$ cat config.mk
export PLATFORM = sky130hd
export DESIGN_NAME = mult_share_arbiter
export DESIGN_NICKNAME = d
export VERILOG_FILES = /design/src/rtl/mult_share_arbiter.sv
export SDC_FILE = /design/constraint.sdc
export NUM_CORES = 1
export LEC_CHECK = 0
export CORE_MARGIN = 10
export CORE_UTILIZATION = 44
export CTS_BUF_LIST = sky130_fd_sc_hd__clkbuf_8
export DETAILED_ROUTE_END_ITERATION = 12
export HOLD_SLACK_MARGIN = 0.1
export PLACE_DENSITY = 0.88
export SYNTH_ARGS = -nofsm -noshare
export SYNTH_HDL_FRONTEND = slang
export SYNTH_SLANG_ARGS = --single-unit
$ cat constraint.sdc
create_clock -name clk -period 8.5 [get_ports clk]
set_input_delay 1.7 -clock clk [delete_from_list [all_inputs] [get_ports clk]]
set_output_delay 1.7 -clock clk [all_outputs]
set_load 0.05 [all_outputs]
$ cat src/rtl/mult_share_arbiter.sv
// Round-robin arbiter that time-shares one external 12x12 multiplier among NREQ requesters.
// Results are routed back per requester through a tag pipeline matching the multiplier latency.
module mult_share_arbiter #(
  parameter int unsigned NREQ = 4,
  parameter int unsigned LAT  = 2
) (
  input  logic                 clk,
  input  logic                 reset,
  input  logic [NREQ-1:0]      req_valid,
  input  logic [12*NREQ-1:0]   req_a,
  input  logic [12*NREQ-1:0]   req_b,
  output logic [NREQ-1:0]      req_ready,
  output logic [NREQ-1:0]      rsp_valid,
  input  logic [NREQ-1:0]      rsp_ready,
  output logic [24*NREQ-1:0]   rsp_prod,
  output logic [11:0]          mul_a,
  output logic [11:0]          mul_b,
  input  logic [23:0]          mul_prod
);

  localparam int unsigned IdxW = (NREQ > 1) ? $clog2(NREQ) : 1;

  logic [IdxW-1:0]    ptr_q, ptr_d;
  logic [NREQ-1:0]    busy_q, busy_d;
  logic [NREQ-1:0]    eligible, hs;
  logic               gnt_found;
  logic [IdxW-1:0]    gnt_idx, cand;
  logic [LAT-1:0]     tag_vld_q, tag_vld_d;
  logic [IdxW-1:0]    tag_idx_q [LAT];
  logic [IdxW-1:0]    tag_idx_d [LAT];
  logic [NREQ-1:0]    rsp_valid_q, rsp_valid_d;
  logic [24*NREQ-1:0] rsp_prod_q, rsp_prod_d;
  logic               cap_vld;
  logic [IdxW-1:0]    cap_idx;

  assign eligible = req_valid & ~busy_q;

  // First eligible index at or above ptr, wrapping; grant suppressed while in reset.
  always_comb begin
    gnt_found = 1'b0;
    gnt_idx   = '0;
    cand      = '0;
    req_ready = '0;
    for (int unsigned off = 0; off < NREQ; off++) begin
      cand = IdxW'((32'(ptr_q) + off) % NREQ);
      if (!gnt_found && eligible[cand]) begin
        gnt_found = 1'b1;
        gnt_idx   = cand;
      end
    end
    if (gnt_found && reset) begin
      req_ready[gnt_idx] = 1'b1;
    end
  end

  assign hs = req_valid & req_ready;

  always_comb begin
    mul_a = '0;
    mul_b = '0;
    for (int i = 0; i < NREQ; i++) begin
      mul_a = mul_a | (req_a[12*i +: 12] & {12{req_ready[i]}});
      mul_b = mul_b | (req_b[12*i +: 12] & {12{req_ready[i]}});
    end
  end

  always_comb begin
    ptr_d = ptr_q;
    if (|hs) begin
      ptr_d = (gnt_idx == IdxW'(NREQ - 1)) ? '0 : gnt_idx + 1'b1;
    end
  end

  always_comb begin
    tag_vld_d    = '0;
    tag_vld_d[0] = |hs;
    for (int s = 0; s < LAT; s++) begin
      tag_idx_d[s] = '0;
    end
    tag_idx_d[0] = gnt_idx;
    for (int s = 1; s < LAT; s++) begin
      tag_vld_d[s] = tag_vld_q[s-1];
      tag_idx_d[s] = tag_idx_q[s-1];
    end
  end

  assign cap_vld = tag_vld_q[LAT-1];
  assign cap_idx = tag_idx_q[LAT-1];

  // busy covers issue through consumption, so a capture never lands on a held result.
  always_comb begin
    rsp_valid_d = rsp_valid_q;
    rsp_prod_d  = rsp_prod_q;
    busy_d      = busy_q;
    for (int i = 0; i < NREQ; i++) begin
      if (rsp_valid_q[i] && rsp_ready[i]) begin
        rsp_valid_d[i] = 1'b0;
        busy_d[i]      = 1'b0;
      end
      if (hs[i]) begin
        busy_d[i] = 1'b1;
      end
      if (cap_vld && (cap_idx == IdxW'(i))) begin
        rsp_valid_d[i]        = 1'b1;
        rsp_prod_d[24*i +: 24] = mul_prod;
      end
    end
  end

  always_ff @(posedge clk or negedge reset) begin
    if (!reset) begin
      ptr_q       <= '0;
      busy_q      <= '0;
      tag_vld_q   <= '0;
      rsp_valid_q <= '0;
      rsp_prod_q  <= '0;
      for (int s = 0; s < LAT; s++) begin
        tag_idx_q[s] <= '0;
      end
    end else begin
      ptr_q       <= ptr_d;
      busy_q      <= busy_d;
      tag_vld_q   <= tag_vld_d;
      rsp_valid_q <= rsp_valid_d;
      rsp_prod_q  <= rsp_prod_d;
      for (int s = 0; s < LAT; s++) begin
        tag_idx_q[s] <= tag_idx_d[s];
      end
    end
  end

  assign rsp_valid = rsp_valid_q;
  assign rsp_prod  = rsp_prod_q;

endmodule

==> metrics <==
clock-pin slew on the worst setup and hold paths 0.10 ns; GR Util met1 22.3%; Setup crit end mul_a[6]; Final Max Tran Viols 0; IR Drop Worst-Case VDD 0.335 mV; post-synthesis xor/xnor area fraction 0%; maximum clock path buffer count 2; final period utilization 84.4%; drt first pass iters 4; path length in cells of the critical path 8; main combinational cell family by area after synthesis multiplexers; number of fill cells 736; final RePlAce weighted congestion around 0.9; FMAX 139 MHz; RSZ-0062 raised after global routing no; post-synth cell types 27; Avg Inst Size Synth 13.6 um2; sequential-to-total area share from yosys stat ~58%; CP endpoint kind primary output; status complete, no violations; most common cell after layout, fill and taps aside clkdlybuf4s50_1; Hold Crit Class reg2reg; number of nets in the layout 743; met3 GRT Util ~8.9%; Worst slew margin about 16%; CTS Buf Count 9; final core occ between 70 and 80%; Root Buffer clkbuf_8; die height roughly 130 um; Post-Synthesis Cell Area 0.00487 mm2; worst path cell trace clkdlybuf4s50_1, nor2b_1, o221ai_1, a21oi_1, ha_1, a22oi_1, a21oi_1, clkdlybuf4s50_1; Yosys top cell by area dfrtp_1; overall global routing resource usage 20.9%; register-to-register setup slack approximately 5.4 ns; reg-to-reg critical path startpoint busy_q[3]; full die area around 0.016 mm2; compound-gate portion of the synthesized area 13.6%; # Max-Cap Violations 0; setup TNS 0 ns; Avg Vias per Cell around 5.4; Reg area 0.00280 mm2; largest cells by area after synthesis dfrtp_1, mux2_2, a22oi_1; io pins 258; non-filler instance count after layout 755; total length of routed wires 17.0 mm; CTS tree yes; DIE WIDTH 125 um; multiplexer area fraction after synthesis between 20% and 30%; CP required ~6.8 ns; GRT Max-Usage Layer met2; number of global-route vias before repair roughly 4,600; Avg WL per Cell 22.6 um; Crit path buffers/inverters 2; Area growth, synth to finish 59.4%; top-area cell type share of the netlist area 57.5%; Slowest-stage cell, CP clkdlybuf4s50_1; crit-path max cell delay 0.88 ns; # hold bufs at CTS 0; CP Max Fanout 26; core area ~0.011 mm2; Via Count 4,107; final antenna-violating net count 0; dpl hpwl 13.8 mm; pwr/cell area 474 mW/mm2; actual slew at the worst max-slew pin around 1.3 ns; Simple-Gate Fraction of Synth Area 2.93%; met2 Usage GRT around 35%; minimum clock period between 7 and 8 ns; Post-Synthesis Cells 358; Overflow after GRT 0; post-CTS setup buffers 0; Crit path max-delay family buffers and inverters; Syn Nets between 400 and 500; area of the multi-input gates 0.00196 mm2; hold_ws 0.357 ns; Yosys warnings 0; # H-tree levels 3; placed cells 738; P_leak ~3.1 nW; first-pass GRT wire length between 20 and 30 mm; row count 38; largest net degree at the start of global routing 71; Synth Area in Adders slightly above 1%; critical path arrival 5.47 ns; Reg-to-Reg End ptr_q[1]; clk_lat worst skew 0.37 ns; Crit Path Category in2out; Setup crit start kind input port; CP startpoint req_valid[3]; final setup fails 0; layout cells sized above 1 20.6%; PortBufs 257; Starting Density around 45%; most frequent cells in the layout clkdlybuf4s50_1, dfrtp_1, mux2_2, a22oi_1, a21oi_1; Worst Skew 0.0108 ns; initial antenna violation count 2; Seq cells post-synth 112; CTS Sinks 112; DR DRC count 0; First DRT Iteration DRCs approximately 370; Final Hold Viols 0; CTS-repair resized insts 0; R2R cell count 8
state kept, by name (all words and copies together) (netlist names):
register / cells
rsp_valid: 4
rsp_prod: 96
tag_vld_q: 2
busy_q: 4
tag_idx_d: 2
ptr_q: 2
cap_idx: 2
power breakdown:
group	total, W	internal, W	switching (W)
Combinational	0.00240	0.000867	0.00154
Clock	0.000316	0.000143	0.000173
Sequential	0.000963	0.000801	0.000162
cell usage after synthesis:
library cell,number
a21oi_1,27
nand2_1,6
buf_2,10
nand2b_1,2
a21o_2,1
dfrtp_1,112
mux2_2,97
and2b_4,1
o41a_4,1
nor3b_2,1
ha_1,4
a22o_1,4
o22a_1,1
nor2_1,3
nand3_1,1
clkbuf_1,12
o221ai_1,2
o41ai_4,1
nor2b_1,3
nand3b_1,2
a31oi_1,1
inv_1,7
o22ai_1,1
a22oi_1,50
o21ai_0,3
a21o_1,1
and2_4,4
how the worst min path moves through the flow:
stage	from	to	slack, ns	cells after the start
after floorplan	tag_idx_d[0]	cap_idx[0]	0.33	0
after global placement	tag_vld_q[0]	tag_vld_q[1]	0.34	0
after detailed placement	tag_vld_q[0]	tag_vld_q[1]	0.34	0
after CTS	tag_vld_q[0]	tag_vld_q[1]	0.36	0
after global routing	tag_vld_q[0]	tag_vld_q[1]	0.36	0
final	tag_vld_q[0]	tag_vld_q[1]	0.36	0
routing by layer:
layer,part of all wire (%),vias to the layer above,wire (um)
met5,0,-,0
met4,3.2,0,544
met1,37,2015,6340
li1,-,1840,-
met2,50,225,8460
met3,9.9,27,1690
cell families (layout without fill, tap and decap cells):
kind of cell	Yosys count	after routing
AO/OA/AOI/OAI	93	93
flip-flops	112	112
AND/OR/NAND/NOR	23	23
adder cells (fa/ha/maj)	4	4
other	0	2
multiplexers	97	97
buffers and inverters	29	284
area by class of cell:
class                      count  area share [%]
clock inverter                 5           0.725
inverter                       7           0.338
tap                          140            2.26
timing repair buffer         262            33.6
multi-input combinational    217            25.2
antenna                        2          0.0644
sequential                   112            36.1
clock buffer                  10            1.77
metrics by stage:
step,setup slack [ns],instance area [um2],power (W)
floorplan,2.66,4870,0.00251
global placement,1.63,7570,0.00332
detailed placement,1.35,7570,0.00340
CTS,1.35,7760,0.00371
global route,1.07,7770,0.00384
finish,1.33,7770,0.00368
worst reg2reg max path, cell delays in order (launching register included):
cell and delay [ns]:
dfrtp_1 0.39, nor2b_1 0.44, o221ai_1 0.20, a21oi_1 0.36, ha_1 0.87, a22oi_1 0.22, nand2_1 0.19, nand2_1 0.10
mux2_2 0.27
(Power assumes the default switching activity.)
